--- config.mk ---
export PLATFORM = sky130hd
export DESIGN_NAME = cmp_stim_gen
export DESIGN_NICKNAME = d
export VERILOG_FILES = /design/src/rtl/cmp_stim_pkg.sv /design/src/rtl/cmp_stim_gen_hold_timer.sv /design/src/rtl/cmp_stim_gen.sv
export SDC_FILE = /design/constraint.sdc
export NUM_CORES = 1
export LEC_CHECK = 0
export ABC_AREA = 1
export CORE_ASPECT_RATIO = 1.25
export CORE_MARGIN = 4
export CORE_UTILIZATION = 38
export DETAILED_ROUTE_END_ITERATION = 8
export GPL_TIMING_DRIVEN = 0
export PLACE_DENSITY_LB_ADDON = 0.25
export SYNTH_ARGS = -nofsm -noshare
export SYNTH_HDL_FRONTEND = slang
export SYNTH_SLANG_ARGS = --single-unit
--- constraint.sdc ---
create_clock -name clk -period 1.4 [get_ports clk]
set_input_delay 0.42 -clock clk [delete_from_list [all_inputs] [get_ports clk]]
set_output_delay 0.42 -clock clk [all_outputs]
set_load 0.005 [all_outputs]
--- src/rtl/cmp_stim_pkg.sv ---
// Shared types and the fixed vector table for the comparator stimulus generator.
// Vector i drives a=VEC_A[i], b=VEC_B[i] and expects equal=VEC_EXP[i].
package cmp_stim_pkg;

   typedef enum logic [1:0] {
      IDLE = 2'd0,
      RUN  = 2'd1,
      FIN  = 2'd2
   } state_t;

   localparam int NUM_VEC = 5;

   // Bit i of each mask belongs to vector i: (0,0,1) (0,1,0) (1,1,1) (1,0,0) (0,0,1)
   localparam logic [NUM_VEC-1:0] VEC_A   = 5'b01100;
   localparam logic [NUM_VEC-1:0] VEC_B   = 5'b00110;
   localparam logic [NUM_VEC-1:0] VEC_EXP = 5'b10101;

   localparam logic [2:0] FIRST_IDX = 3'd0;
   localparam logic [2:0] LAST_IDX  = 3'(NUM_VEC - 1);

   function automatic logic vecA(input logic [2:0] idx);
      return VEC_A[idx];
   endfunction

   function automatic logic vecB(input logic [2:0] idx);
      return VEC_B[idx];
   endfunction

   function automatic logic vecExp(input logic [2:0] idx);
      return VEC_EXP[idx];
   endfunction

endpackage

--- src/rtl/cmp_stim_gen_hold_timer.sv ---
// Per-vector hold counter: counts 0..HOLD_CYCLES-1 while enabled and flags the
// last clock of each hold with tc, wrapping back to zero instead of overrunning.
module hold_timer #(
   parameter int HOLD_CYCLES = 100
) (
   input  logic clk,
   input  logic rst_n,
   input  logic clr,
   input  logic en,
   output logic tc
);

   localparam int CNT_W = (HOLD_CYCLES > 1) ? $clog2(HOLD_CYCLES) : 1;
   localparam logic [CNT_W-1:0] TC_VAL = CNT_W'(HOLD_CYCLES - 1);

   logic [CNT_W-1:0] r_count;

   assign tc = (r_count == TC_VAL);

   always_ff @(posedge clk or negedge rst_n) begin
      if (!rst_n) begin
         r_count <= '0;
      end else if (clr) begin
         r_count <= '0;
      end else if (en) begin
         r_count <= tc ? '0 : r_count + 1'b1;
      end
   end

endmodule

--- src/rtl/cmp_stim_gen.sv ---
// Self-timed stimulus generator for the 1-bit equality comparator: plays the
// five-vector table on a/b, samples equal at the end of each hold, counts misses.
module cmp_stim_gen #(
   parameter int HOLD_CYCLES = 100,
   parameter int ERR_W       = 4
) (
   input  logic             clk,
   input  logic             rst_n,
   input  logic             start,
   output logic             a,
   output logic             b,
   input  logic             equal,
   output logic             busy,
   output logic             done,
   output logic             pass,
   output logic [ERR_W-1:0] err_cnt,
   output logic [2:0]       vec_idx
);

   import cmp_stim_pkg::*;

   localparam logic [ERR_W-1:0] ERR_MAX = '1;

   state_t           r_state;
   state_t           w_nextState;
   logic             r_a;
   logic             r_b;
   logic [2:0]       r_vecIdx;
   logic [ERR_W-1:0] r_errCnt;

   logic             w_timerTc;
   logic             w_timerClr;
   logic             w_timerEn;
   logic             w_launch;
   logic             w_sample;
   logic             w_lastVec;
   logic             w_mismatch;
   logic [2:0]       w_nextIdx;

   hold_timer #(
      .HOLD_CYCLES(HOLD_CYCLES)
   ) u_holdTimer (
      .clk   (clk),
      .rst_n (rst_n),
      .clr   (w_timerClr),
      .en    (w_timerEn),
      .tc    (w_timerTc)
   );

   assign w_lastVec  = (r_vecIdx == LAST_IDX);
   assign w_nextIdx  = r_vecIdx + 3'd1;
   assign w_mismatch = (equal != vecExp(r_vecIdx));

   always_ff @(posedge clk or negedge rst_n) begin
      if (!rst_n) begin
         r_state <= IDLE;
      end else begin
         r_state <= w_nextState;
      end
   end

   // start is only honoured outside RUN, so a stray pulse never restarts a sequence
   always_comb begin
      w_nextState = r_state;
      case (r_state)
         IDLE, FIN: begin
            if (start) begin
               w_nextState = RUN;
            end
         end
         RUN: begin
            if (w_timerTc && w_lastVec) begin
               w_nextState = FIN;
            end
         end
         default: w_nextState = IDLE;
      endcase
   end

   always_comb begin
      w_launch   = 1'b0;
      w_sample   = 1'b0;
      w_timerClr = 1'b0;
      w_timerEn  = 1'b0;
      case (r_state)
         IDLE, FIN: begin
            w_launch   = start;
            w_timerClr = start;
         end
         RUN: begin
            w_timerEn = 1'b1;
            w_sample  = w_timerTc;
         end
         default: begin
            w_launch = 1'b0;
         end
      endcase
   end

   // a/b are registered so the comparator sees clean edges; they park at 0/0 in FIN
   always_ff @(posedge clk or negedge rst_n) begin
      if (!rst_n) begin
         r_a      <= 1'b0;
         r_b      <= 1'b0;
         r_vecIdx <= FIRST_IDX;
      end else if (w_launch) begin
         r_a      <= vecA(FIRST_IDX);
         r_b      <= vecB(FIRST_IDX);
         r_vecIdx <= FIRST_IDX;
      end else if (w_sample) begin
         if (w_lastVec) begin
            r_a <= 1'b0;
            r_b <= 1'b0;
         end else begin
            r_a      <= vecA(w_nextIdx);
            r_b      <= vecB(w_nextIdx);
            r_vecIdx <= w_nextIdx;
         end
      end
   end

   always_ff @(posedge clk or negedge rst_n) begin
      if (!rst_n) begin
         r_errCnt <= '0;
      end else if (w_launch) begin
         r_errCnt <= '0;
      end else if (w_sample && w_mismatch && (r_errCnt != ERR_MAX)) begin
         r_errCnt <= r_errCnt + 1'b1;
      end
   end

   assign a       = r_a;
   assign b       = r_b;
   assign busy    = (r_state == RUN);
   assign done    = (r_state == FIN);
   assign pass    = done && (r_errCnt == '0);
   assign err_cnt = r_errCnt;
   assign vec_idx = r_vecIdx;

endmodule

# Yosys cells after proc, flatten, opt, wreduce, memory -nomap -nowiden
# Memories as Yosys holds them, arrays and structs flattened.
# Cells that the tools add are included.
# W data, S select, Z words.
# classes
muxes,23
reduce_logical,12
order_cmp,2
addsub,3
n_eq_ne,9
# ops
op,count
$mux W7,3
$mux W1,12
$mux W3,3
$lt A3 B4 Y1 const B,2
$mux W4,2
$add A7 B1 Y7 const B,1
$eq A7 B7 Y1 const B,1
$reduce_bool A2 Y1,3
$add A4 B1 Y4 const B,1
$logic_and A1 B1 Y1,4
$logic_not A4 Y1,1
$mux W2,2
$ne A2 B1 Y1 const B,2
$ne A4 B4 Y1 const B,1
$pmux W2 S2,1
$reduce_and A2 Y1,2
$add A3 B1 Y3 const B,1
$eq A3 B3 Y1 const B,1
$eq A2 B1 Y1 const B,1
$eq A2 B2 Y1 const B,1
$logic_not A2 Y1,1
$ne A2 B2 Y1 const B,1
$reduce_or A2 Y1,1
$ne A1 B1 Y1,1
# word_totals
inputBits,4
mem_bits_ro,24
register_bits,18
mem_count,3
out_inout_bits,12
# memory_table
name,words,word_bits,rd,rd_clocked_by_memory_dff,wr,line,text
(no name shown),8,1,1,0,0,cmp_stim_pkg.sv:26,return VEC_B[idx];
(no name shown),8,1,1,0,0,cmp_stim_pkg.sv:22,return VEC_A[idx];
(no name shown),8,1,1,0,0,cmp_stim_pkg.sv:30,return VEC_EXP[idx];

# Depth between registers and ports, before layout
# depth
word_depth,7
depth_mapped,8
ltp_nobuf,8

# Hierarchy
# A second synthesis with hierarchy kept.
# hier_totals
hier_cells,138
area_unflattened_um2,1078.5
# modules_own_cells
mod,area_each_um2,cells_per_inst,seq_area_each_um2,n_inst
cmp_stim_gen,674.4,86,275.3,1
hold_timer,404.1,52,175.2,1

# Least setup slack after synthesis
# OpenSTA, ideal clock, no wires.
# synth_path
path_kind,register -> output
startpoint,"reg r_errCnt[0], in the netlist err_cnt[0]"
endpoint,out pass
t_arrival_ps,861
path_stages_with_launch,5
slack_ps,119
path_cell_list,dfrtp_1 -> inv_1 -> ha_1 -> nand2_1 -> nor3_1
# synth_via
elab_chain_len,2
# synth_lines
item,line,text
start: declaration,cmp_stim_gen.sv:29,logic [ERR_W-1:0] r_errCnt;
start signal: assignment,cmp_stim_gen.sv:128,r_errCnt <= r_errCnt + 1'b1;
$logic_not A4 Y1,cmp_stim_gen.sv:136,assign pass = done && (r_errCnt == '0);
$logic_and A1 B1 Y1,cmp_stim_gen.sv:136,
end: declaration,cmp_stim_gen.sv:15,"output logic pass,"
# No other way between the ends.

# Worst setup path after layout
# Ends and elaborated chain as after synthesis.

==> results.cfg <==
[power]
ir_drop_mv = 0.7080
power.leakage_nw = 0.7833
pwr_density_cell_nw_per_um2 = 1031

[synthesis]
ys_types = 22
syn_area_per_cell_um2 = 7.704
ys_seq_area_share_pct = 41.76
synthesis.nets = 149
synth_warnings = 0
syn_area_um2 = 1079
synth_largest_area_cell = dfrtp_1
yosysTopAreaCellShare_pct = 41.76
syn_inst = 140
ys_ff_latch = 18
synthTopCellsByArea = dfrtp_1, nand2_1, nand3_1, inv_1, ha_1

[final_layout]
layoutNonFillerInstCount = 210
syn_to_final_growth_pct = 43.39
antennaDiodeCount = 0
postLayoutCoreUtil_pct = 57.14
drive_gt1_share_pct = 34.66
final_net_count = 187

[worst_setup_path]
critPathTopFamily = flip-flops
reg2reg_slack_ps = 90
crit_cells = 5
reg2reg_depth = 8
crit_buf_inv = 2
critPathRequiredTime_ps = 980
endpoint = pass
cp-end-kind = primary output
timing.critical_path.cells = inv_2 > ha_1 > nand2_1 > nor3_2 > buf_2
cp.arrival_ps = 1200
crit_fanout = 2
critPathKind = reg2out
cp_slowest_cell = dfrtp_1
timing.rr.start = vec_idx[0]$_DFFE_PN0P_
worst_path_largest_cell_delay_ps = 410
start_kind = flop
startpoint = err_cnt[0]$_DFFE_PN0P_
worstReg2RegEnd = b$_DFFE_PN0P_

[min_path]
holdCritPathClass = reg2reg

[clock_tree]
insertion_delay_ps = 290
ctsHoldBuffers = 0
clk_path_buf_depth = 2
cts.clk_slew.worst_paths_ps = 100
htree_levels = 1
root_buffer = clkbuf_4
cts_tree = yes
cts_made_buffers = 3
clkSinkCount = 18

[place]
dp_cells = 189
hpwl_um = 1585
dp_slack_ps = -414.6
gp_congestion = 0.7818
port_buffers = 15

[die]
fp.dieArea_um2 = 3760
placementRows = 21
ios = 16
start_util_pct = 39.85
fp.dieH_um = 67.57
die_w_um = 55.65
fp.coreArea_um2 = 2706

[run_status]
status = complete, but fails checks
violations = negative setup slack

[routing]
ant_nets = 0
routed_wl_um = 2510
via_per_inst = 4.862
drtIter0Drc = 27
drt_first_pass_iters = 4
wire_per_inst_um = 11.95
via_count = 1021
drc = 0

[timing]
fmaxAchievable_mhz = 617.7
final.setup.tns_ps = -335.4
rsz0062_at_grt = yes
setup_viol = 3
timing_hold_violations_final = 0
fin_crit_sh_pct = 115.6
fin_ws_ps = -219.0
worst_pin_slew_ps = 834.4
slew_headroom_pct = 44.20
maxSlewViolCount = 0
min_period_ps = 1619
finClkSkew_ps = 3.292

[grt]
grt_use_total_pct = 14.21
grt_pass1_vias = 1017
grt_pass1_wl_um = 4188
grt_overflow = 0
antenna_found_initial = 0
grt_start_max_net_pins = 19

[job]
max_cap_violations = 0
[area by class of cell]
type	instances	area, um2
timing repair buffer	33	294.0
clock buffer	3	22.52
fill	241	1160
inverter	22	85.08
buffer	1	7.507
tap	34	42.54
sequential	18	454.2
multi-input combinational	99	640.6
[stage by stage]
step / instance area (um2) / hold slack [ps] / total power [mW]
after floorplan: 1079 / 124.4 / 1.026
after global placement: 1271 / 456.1 / 1.131
after detailed placement: 1271 / 471.5 / 1.145
after CTS: 1418 / 491.3 / 1.473
after global routing: 1546 / 524.2 / 1.724
final: 1546 / 494.2 / 1.594
[cell families after synthesis]
family                   Yosys count  share of synthesized area, %
adder cells (fa/ha/maj)            5                         5.800
XOR/XNOR                           4                         3.248
AND/OR/NAND/NOR                   81                         35.73
flip-flops                        18                         41.76
buffers and inverters             23                         8.586
AO/OA/AOI/OAI                      9                         4.873
[routing by layer]
metal	vias to the layer above	global-route usage [%]	wire length, um
met5	-	0	0
met4	0	9.119	55
met3	6	1.912	56
met2	16	25.59	1328
met1	481	15.85	1069
li1	518	-	-
[power breakdown]
part	total (mW)	internal (mW)	switching, mW	leakage (nW)
sequential	0.748	0.625	0.123	0.230
clock	0.260	0.100	0.159	0.0138
combinational	0.586	0.281	0.305	0.539
[how the worst min path moves through the flow]
stage,startpoint,to,slack [ps],depth (start not counted)
3_5_place_dp,b$_DFFE_PN0P_,b$_DFFE_PN0P_,470,2
5_1_grt,a$_DFFE_PN0P_,a$_DFFE_PN0P_,520,2
4_1_cts,b$_DFFE_PN0P_,b$_DFFE_PN0P_,490,2
3_3_place_gp,b$_DFFE_PN0P_,b$_DFFE_PN0P_,460,2
6_report,a$_DFFE_PN0P_,a$_DFFE_PN0P_,490,2
2_1_floorplan,rst_n,a$_DFFE_PN0P_,120,0
[tightest hold or removal path, stage by stage (launching register included)]
cell     delay (ps)
dfrtp_1         360
nand2_1          60
nand2_1          50
[synthesized netlist by cell type (all sizes together)]
cell type / number
nand2: 40
inv: 22
nand3: 20
dfrtp: 18
nor2: 16
ha: 5
o21ai: 4
xor2: 4
nor3: 3
a21oi: 2
nand4: 2
a22o: 1
a31oi: 1
buf: 1
o21a: 1
[cells in the final DEF (no fill, tap or decap), types with 4 or more instances in the layout]
master	netlist	layout
buf_4	1	15
buf_6	0	8
clkdlybuf4s15_1	0	5
dfrtp_1	18	15
inv_1	19	14
inv_2	2	7
nand2_1	35	33
nand2_4	2	4
nand3_1	19	17
nor2_1	12	10
nor2_4	2	5
[state kept, by name, summed over array words and instances (netlist names)]
| signal | flops |
|---|---|
| b | 1 |
| err_cnt | 4 |
| r_state | 2 |
| u_holdTimer.r_count | 7 |
| a | 1 |
| vec_idx | 3 |
[repair_timing]
| action | CTS | global route |
|---|---|---|
| endpoints found under the setup margin | 16 | 25 |
| pin swaps | 3 | 6 |
| setup buffers | 16 | 4 |
| gates resized for setup | 40 | 34 |
(Power assumes the default switching activity.)
